--- src/rtl/rr_arb_16_4bit.sv ---
// Round-robin arbiter/sequencer for a shared 16:1 x 4-bit mux: picks a requester, drives the
// mux select, registers the selected word and hands it downstream on a valid/ready handshake.
module rr_arb_16_4bit (
  input  logic        clk,
  input  logic        rst_n,
  input  logic [15:0] req,
  input  logic        arb_en,
  input  logic [3:0]  mux_out,
  output logic [3:0]  sel,
  output logic [3:0]  out_data,
  output logic        out_valid,
  input  logic        out_ready,
  output logic [15:0] ack,
  output logic        busy
);

  localparam logic [1:0] st_idle  = 2'd0;
  localparam logic [1:0] st_grant = 2'd1;
  localparam logic [1:0] st_hold  = 2'd2;

  logic [1:0] state_q, state_d;
  logic [3:0] ptr_q, ptr_d;
  logic [3:0] sel_q, sel_d;
  logic [3:0] data_q, data_d;
  logic       valid_q, valid_d;
  logic       busy_q, busy_d;

  logic [3:0] winner;
  logic       found;
  logic       hs;

  // First set request bit scanning upward from ptr, wrapping modulo 16.
  always_comb begin
    logic [3:0] idx;
    found  = 1'b0;
    winner = ptr_q;
    idx    = ptr_q;
    for (int i = 0; i < 16; i++) begin
      idx = ptr_q + 4'(i);
      if (!found && req[idx]) begin
        found  = 1'b1;
        winner = idx;
      end
    end
  end

  assign hs = (state_q == st_hold) && valid_q && out_ready;

  always_comb begin
    state_d = state_q;
    ptr_d   = ptr_q;
    sel_d   = sel_q;
    data_d  = data_q;
    valid_d = valid_q;
    unique case (state_q)
      st_idle: begin
        if (arb_en && found) begin
          sel_d   = winner;
          state_d = st_grant;
        end
      end
      st_grant: begin
        // sel has been stable for a full cycle, so mux_out is settled here.
        data_d  = mux_out;
        valid_d = 1'b1;
        state_d = st_hold;
      end
      st_hold: begin
        if (hs) begin
          valid_d = 1'b0;
          ptr_d   = sel_q + 4'd1;
          state_d = st_idle;
        end
      end
      default: begin
        state_d = st_idle;
        valid_d = 1'b0;
      end
    endcase
    busy_d = (state_d != st_idle);
  end

  always_ff @(posedge clk or negedge rst_n) begin
    if (!rst_n) begin
      state_q <= st_idle;
      ptr_q   <= 4'd0;
      sel_q   <= 4'd0;
      data_q  <= 4'd0;
      valid_q <= 1'b0;
      busy_q  <= 1'b0;
    end else begin
      state_q <= state_d;
      ptr_q   <= ptr_d;
      sel_q   <= sel_d;
      data_q  <= data_d;
      valid_q <= valid_d;
      busy_q  <= busy_d;
    end
  end

  assign sel       = sel_q;
  assign out_data  = data_q;
  assign out_valid = valid_q;
  assign busy      = busy_q;
  assign ack       = hs ? (16'd1 << sel_q) : 16'd0;

endmodule

--- config.mk ---
export PLATFORM = sky130hd
export DESIGN_NAME = rr_arb_16_4bit
export DESIGN_NICKNAME = d
export VERILOG_FILES = /design/src/rtl/rr_arb_16_4bit.sv
export SDC_FILE = /design/constraint.sdc
export NUM_CORES = 1
export LEC_CHECK = 0
export CAP_MARGIN = 25
export CORE_ASPECT_RATIO = 1.1
export CORE_UTILIZATION = 50
export DETAILED_ROUTE_END_ITERATION = 8
export GPL_ROUTABILITY_DRIVEN = 0
export PLACE_DENSITY_LB_ADDON = 0.25
export SYNTH_ARGS = -nofsm -noshare
export SYNTH_HDL_FRONTEND = slang
export SYNTH_SLANG_ARGS = --single-unit
--- constraint.sdc ---
create_clock -name clk -period 4.5 [get_ports clk]
set_input_delay 0.675 -clock clk [delete_from_list [all_inputs] [get_ports clk]]
set_output_delay 0.675 -clock clk [all_outputs]
set_load 0.03 [all_outputs]
## After elaboration in Yosys (flattened, before gate mapping)

Cells that the tools add are included.

- Register bits after elaboration: 16
- Bits of input ports: 24
- Output and inout port bits: 26
- Logic and storage cells: 150

- Add/subtract/negate cells: 16
- Magnitude comparators: 16
- Eq/ne operators: 3
- Shift operators: 1
- Multiplexer cells: 69
- Bitwise operators: 1
- Reductions and logical operators: 38

Operators with widths:

| operator | count |
|---|---|
| 4-bit by 5-bit less-than comparator with 1-bit output (second input constant) | 16 |
| 1-bit binary-select mux with 4-bit select | 16 |
| 4-bit two-way mux | 15 |
| 1-bit two-way mux | 33 |
| 4-bit adder (second input constant) | 8 |
| 1-bit logical AND | 18 |
| 4-bit by 3-bit adder with 4-bit output (second input constant) | 4 |
| 16-bit two-way mux | 1 |
| 1-bit by 4-bit << shifter with 16-bit output (first input constant) | 1 |
| 1-bit zero test | 15 |
| 4-bit by 1-bit adder with 4-bit output (second input constant) | 2 |
| 4-bit by 2-bit adder with 4-bit output (second input constant) | 2 |
| 2-bit one-hot mux with 3 select lines | 1 |
| 2-bit AND reduction | 3 |
| 2-bit two-way mux | 2 |
| 1-bit one-hot mux with 3 select lines | 1 |
| 2-bit by 1-bit equality test with 1-bit output (second input constant) | 1 |
| 2-bit equality test (second input constant) | 1 |
| 2-bit zero test | 1 |
| 2-bit != test (second input constant) | 1 |
| 2-bit nonzero test | 1 |
| 1-bit NOT | 1 |

## Logic depth before layout (Yosys ltp)

Gate-level depths: netlist (run 1).

- Depth after elaboration: 52
- Gate-level depth with buffers: 16
- Mapped depth without buffers: 12

## Worst setup path before layout (run 1)

No wires, ideal clock.

- Path type: register to register
- From: reg ptr_q[1]
- To: reg sel_q[3], in the netlist sel[3]
- Setup time: 132 ps
- Arrival: 4381 ps
- Required time: 4368 ps
- Slack: -12 ps
- Stages on the path, launching flop included: 16
- Path buffers: 4
- Period minus slack after synthesis: 4512 ps
- Cells stage by stage: dfrtp_1 buf_6 clkinv_1 ha_1 buf_2 clkbuf_1 mux4_2 mux4_2 or4b_1 buf_2 nor4b_4 a31o_4 inv_4 o32a_1 a221oi_1 o21ai_1

- Word-level cells in the longest chain between the ends: 50
- Elaborated cells on any way between the ends: 110
- Classes of those cells: 15 x add/sub; 63 x mux; 32 x reduce/logical

RTL lines:

| element | RTL line | source |
|---|---|---|
| start: declaration | 22 | `logic [3:0] ptr_q, ptr_d;` |
| start signal: assignment | 93 | `ptr_q <= ptr_d;` |
| parallel branches: the longest is 50 deep, another holds 4-bit by 1-bit adder with 4-bit output | - |  |
| end signal: assignment | 94 | `sel_q <= sel_d;` |
| end: declaration | 23 | `logic [3:0] sel_q, sel_d;` |

Parallel ways; which one is timed is not known. The select of a mux whose other input is x is not followed.
A chain may end at the register's enable or synchronous reset.

## Final worst setup path (run 1)

- From: reg ptr_q[0]
- To: reg sel_q[0], in the netlist sel[0]

The elaborated chain is that of the path after synthesis.

==> results of run 1 <==
layout make-up:
cell class,count,area [um2]
clock buffer,4,55.1
fill,503,2080
inverter,14,55.1
multi-input combinational,285,2560
sequential,16,400
tap,77,96.3
timing repair buffer,67,626
metal layers:
metal  track usage  up-vias  wire length [um]  part of all wire
met5             0        -                 0                 0
met4         0.136        0               425             0.046
met3        0.0457       32               800             0.087
met2         0.474      221              4360              0.47
met1         0.367     1481              3660              0.40
li1              -     1412                 -                 -
cells in the final DEF (no fill, tap or decap), types with 14 or more instances in the layout:
cell type / Yosys / layout
a21oi_1: 14 / 14
mux2i_1: 18 / 18
nor2_1: 22 / 22
mux4_2: 27 / 27
buf_4: 2 / 18
o21ai_0: 15 / 15
dfrtp_1: 16 / 16
nand2_1: 25 / 25
clkdlybuf4s50_1: 0 / 49
mux2_2: 21 / 21
critical path, stage by stage, from the launching register on:
cell and delay [ns]:
dfrtp_1 0.35, buf_4 0.35, ha_1 0.35, xor2_1 0.46, mux2_2 0.42, mux2_2 0.34, or4b_1 0.58, buf_4 0.19
a2111oi_0 0.54, a2111oi_0 0.16, nand3_1 0.15, xnor2_1 0.12, o21ai_0 0.09
synthesized netlist by cell type, types with 6 or more instances:
cell / n
mux4_2: 27
nand2_1: 25
nor2_1: 22
mux2_2: 21
mux2i_1: 18
dfrtp_1: 16
o21ai_0: 15
a21oi_1: 14
and2_1: 13
ha_1: 13
nand3_1: 11
and3_1: 10
inv_1: 10
nor3_1: 9
clkbuf_1: 8
xnor2_1: 8
xor2_1: 6
how the worst min path moves through the flow:
stage                            startpoint                 endpoint  slack [ns]
finish              out_data[1]$_DFFE_PN0P_  out_data[1]$_DFFE_PN0P_        0.51
global route        out_data[0]$_DFFE_PN0P_  out_data[0]$_DFFE_PN0P_        0.54
CTS                 out_data[0]$_DFFE_PN0P_  out_data[0]$_DFFE_PN0P_        0.51
detailed placement  out_data[0]$_DFFE_PN0P_  out_data[0]$_DFFE_PN0P_        0.50
global placement    out_data[1]$_DFFE_PN0P_  out_data[1]$_DFFE_PN0P_        0.49
floorplan                             rst_n           busy$_DFF_PN0_        0.38
per-stage QoR:
| step | instances | hold WS [ns] |
|---|---|---|
| 4_1_cts | 463 | 0.510 |
| 3_3_place_gp | 459 | 0.488 |
| 2_1_floorplan | 331 | 0.379 |
| 5_1_grt | 463 | 0.541 |
| 3_5_place_dp | 459 | 0.496 |
| 6_report | 463 | 0.506 |
flip-flops by register name, summed over array words and instances, names as in the netlist:
name,cells
ptr_q,4
sel,4
busy,1
out_valid,1
state_q,2
out_data,4
cells by family after synthesis:
kind of cell | share of synthesized area
AO/OA/AOI/OAI | 0.168
XOR/XNOR | 0.0395
adder cells (fa/ha/maj) | 0.0524
buffers and inverters | 0.0440
flip-flops | 0.129
multiplexers | 0.373
AND/OR/NAND/NOR | 0.194
==> flow_summary.ini, run 1 <==
[floorplanning]
core.rowCount = 29
die-area_um2 = 6520
dieHeight_um = 84.6
start_util = 0.528
die_w_um = 77.1
core_um2 = 5880
io_pins = 50

[synthesis]
synth_edf_count = 0
syn_nets = 368
synth-main-ff-cell = dfrtp_1
syn_area_um2 = 3100
netlist_instances = 331
synth_async_sr_flop_share = 1.00
yosysTopAreaCell = mux4_2
synthDominantCellAreaShare = 0.196
synth.avg_cell_area_um2 = 9.37
synth_cell_type_count = 60
synth_seq_area_share = 0.129
yosys_warnings = 0
ys_seq_elements = 16
synthTopCellsByArea = mux4_2 20%, dfrtp_1 13%, mux2_2 7.6%

[timing]
timing.final.crit_share = 0.940
drv_slew = 0
period_needed_ns = 4.23
finClkSkew_ns = 0.00145
worst_slew_pin_slew_ns = 0.797
final-setup-viol-count = 0
hold_violations = 0
clock.fmax_mhz = 236
worst_slack_ns = 0.270
relSlewSlack = 0.469
rsz0062_at_grt = no
fin_tns_setup_ns = 0

[grt]
track_usage = 0.287
antenna_found_initial = 0
overflow = 0
grt_pass1_wl_um = 14800
first_global_vias = 3002
grt_max_degree = 26

[drt]
viasPerCell = 6.79
wl_per_cell_um = 20.0
drt_pass1_iterations = 6
via_count = 3146
routed_wl_um = 9250
drc = 0
antenna_left = 0
drt-initial-drc-count = 374

[critical_path]
crit_start = ptr_q[0]$_DFFE_PN0P_
rrSetupSlack_ns = 0.27
cp_data_arrival_time_ns = 4.36
crit_type = reg -> reg
r2r-end = sel[0]$_DFFE_PN0P_
regToRegStartpoint = ptr_q[0]$_DFFE_PN0P_
cp-end-kind = flop
cp-endpoint = sel[0]$_DFFE_PN0P_
cp-start-kind = flop
crit_path_max_fanout = 25
ff2ff_path_depth = 12
crit_required_ns = 4.63

[outcome]
outcome = finished, final reports clean

[place]
dpl_cell_area_um2 = 3740
port_buffers = 49
dp_hpwl_um = 7210
preCtsSetupSlack_ns = 0.237

[final_layout]
diodes = 0
fin_area_um2 = 3800
utilization = 0.646
final_nets = 424
drive_above_1_share = 0.194
syn2layout_area_growth_pct = 22.4

[clock_tree]
root_buffer = clkbuf_8
ctsHoldBuffers = 0
tritoncts = yes
htreeDepth = 1
numCtsBuffers = 3
clk_pin_slew_worst_paths_ns = 0.06
clock-sinks = 16
ctsResizeCount = 0
clk_latency_ns = 0.25
cts_max_path_buffers = 2
postCtsSetupRepairBufs = 0

[hold_path]
hold_depth = 1
hp-class = reg -> reg

[job]
drv_cap = 0
Power of run 1 is not shown: default switching activity piles up to over one toggle a cycle in this logic, so the estimate is an artifact.
==> inputs of run 2 (changes only) <==
--- a/config.mk
+++ b/config.mk
@@ -7,7 +7,7 @@
 export LEC_CHECK = 0
 export CAP_MARGIN = 25
 export CORE_ASPECT_RATIO = 1.1
-export CORE_UTILIZATION = 50
+export CORE_UTILIZATION = 55
 export DETAILED_ROUTE_END_ITERATION = 8
 export GPL_ROUTABILITY_DRIVEN = 0
 export PLACE_DENSITY_LB_ADDON = 0.25
==> constraint.sdc (replaced) <==
create_clock -name clk -period 5.26 [get_ports clk]
set_input_delay 0.789 -clock clk [delete_from_list [all_inputs] [get_ports clk]]
set_output_delay 0.789 -clock clk [all_outputs]
set_load 0.03 [all_outputs]
==> run 2 against run 1 <==
  * Final cell count shrank 2.4%
  * Sequential share of layout area grew 0.20 points
  * Clock-buffer cell count is the same
  * Via count shrank 3.1%
  * Critical path depth is the same
  * Routed wire length shrank 2.6%
  * Design area shrank 1.8%
  * First-iteration DRC count shrank 16%
  * Global-route usage grew 2.3 points
  * Worst setup slack gained 0.32 ns
  * Core utilization grew 4.5 points
  * Critical endpoint is now sel[3]$_DFFE_PN0P_
  * Highest routed layer unchanged
==> flow_summary.ini, run 2 (synthesis gave the netlist of run 1 again) <==
[outcome]
outcome = finished, final reports clean

[floorplanning]
core_um2 = 5400
die_w_um = 73.6
io_pins = 50
dieHeight_um = 80.8
die-area_um2 = 5940
start_util = 0.575
core.rowCount = 28

[critical_path]
crit_path_max_fanout = 8
cp-end-kind = flop
crit_required_ns = 5.39
ff2ff_path_depth = 12
cpPeakStageDelay_ns = 0.68
crit_chain = inv_2 -> ha_1 -> mux4_2 -> mux2_2 -> mux2_2 -> or4b_1 -> nor4b_4 -> a31o_4 -> inv_4 -> o32a_1 -> a221oi_1 -> o21ai_1
cp_data_arrival_time_ns = 4.79
worst_path_max_delay_cell = or4b_1
cp_common_cell = mux2_2
crit_type = reg -> reg
cp-start-kind = flop
path_buf_inv = 2
regToRegStartpoint = ptr_q[0]$_DFFE_PN0P_
rrSetupSlack_ns = 0.59
r2r-end = sel[3]$_DFFE_PN0P_
path_delay_family = multiplexers

[clock_tree]
ctsHoldBuffers = 0
clk_pin_slew_worst_paths_ns = 0.06
tritoncts = yes
postCtsSetupRepairBufs = 0
clk_latency_ns = 0.25
numCtsBuffers = 3
clock-sinks = 16
cts_max_path_buffers = 2
root_buffer = clkbuf_8
ctsResizeCount = 0
htreeDepth = 1

[hold_path]
hp-class = reg -> reg
hold_depth = 1
holdPathEnd = out_data[2]$_DFFE_PN0P_
hp-start = out_data[2]$_DFFE_PN0P_

[drt]
via_count = 3050
viasPerCell = 6.75
antenna_left = 0
drt_pass1_iterations = 5
drt-initial-drc-count = 313
routed_wl_um = 9010
drc = 0
wl_per_cell_um = 19.9

[job]
drv_cap = 0

[timing]
drv_slew = 0
final-setup-viol-count = 0
period_needed_ns = 4.67
hold_violations = 0
relSlewSlack = 0.375
worst_slew_pin_slew_ns = 0.937
fin_tns_setup_ns = 0
timing.final.crit_share = 0.887
rsz0062_at_grt = no
clock.fmax_mhz = 214
finClkSkew_ns = 0.00242

[grt]
track_usage = 0.310
overflow = 0
first_global_vias = 2716
grt_pass1_wl_um = 13900
antenna_found_initial = 0
grt_max_degree = 25

[final_layout]
final_common_cell = clkdlybuf4s50_1
num-fill-cells = 435
utilization = 0.691
syn2layout_area_growth_pct = 20.2
diodes = 0
final_cell_mix = 49 x clkdlybuf4s50_1, 27 x mux4_2, 25 x nand2_1
drive_above_1_share = 0.175
final_nets = 415

[place]
dp_hpwl_um = 7130
port_buffers = 49
[run 2: cell types whose count changed in the layout (fill, tap and decap cells not counted)]
cell,previous run,this run
buf_4,18,9
[run 2: routing by layer]
metal,wire length [um],global-route usage,vias up
met5,0,0,-
met4,368,0.140,0
met3,869,0.0558,30
met2,4360,0.503,189
met1,3410,0.403,1432
li1,-,-,1399
[run 2: area by class of cell]
cell class	count	area, um2	share of cell area
repair buffers	58	558	0.150
well taps	75	93.8	0.0252
multi-input cells	285	2560	0.688
inverters	14	55.1	0.0148
clock buffers	4	55.1	0.0148
flip-flops and latches	16	400	0.107
[run 2: worst reg2reg max path: cells and delay by family (launching register included)]
kind / cells / cell delay [ns]
multiplexers: 3 / 1.24
AND/OR/NAND/NOR: 2 / 1.18
AO/OA/AOI/OAI: 4 / 0.82
adder cells (fa/ha/maj): 1 / 0.55
flip-flops: 1 / 0.54
buffers and inverters: 2 / 0.23
[run 2: worst max-delay path by stage]
| stage | startpoint | end | slack, ns | depth (start not counted) |
|---|---|---|---|---|
| floorplan | ptr_q[1]$_DFFE_PN0P_ | sel[3]$_DFFE_PN0P_ | 0.75 | 15 |
| global placement | req[9] | sel[3]$_DFFE_PN0P_ | 0.66 | 11 |
| detailed placement | req[1] | sel[3]$_DFFE_PN0P_ | 0.55 | 11 |
| CTS | ptr_q[0]$_DFFE_PN0P_ | sel[3]$_DFFE_PN0P_ | 0.62 | 12 |
| global route | ptr_q[0]$_DFFE_PN0P_ | sel[3]$_DFFE_PN0P_ | 0.38 | 12 |
| finish | ptr_q[0]$_DFFE_PN0P_ | sel[3]$_DFFE_PN0P_ | 0.59 | 12 |
[run 2: stage by stage]
step | hold WS (ns) | instances | instance area, um2 | worst slack (ns)
final | 0.503 | 452 | 3730 | 0.595
after global placement | 0.489 | 448 | 3670 | 0.664
after global routing | 0.514 | 452 | 3730 | 0.385
after CTS | 0.509 | 452 | 3730 | 0.620
after detailed placement | 0.494 | 448 | 3670 | 0.554
after floorplan | 0.493 | 331 | 3100 | 0.748
Power of run 2 is left out for the same reason.
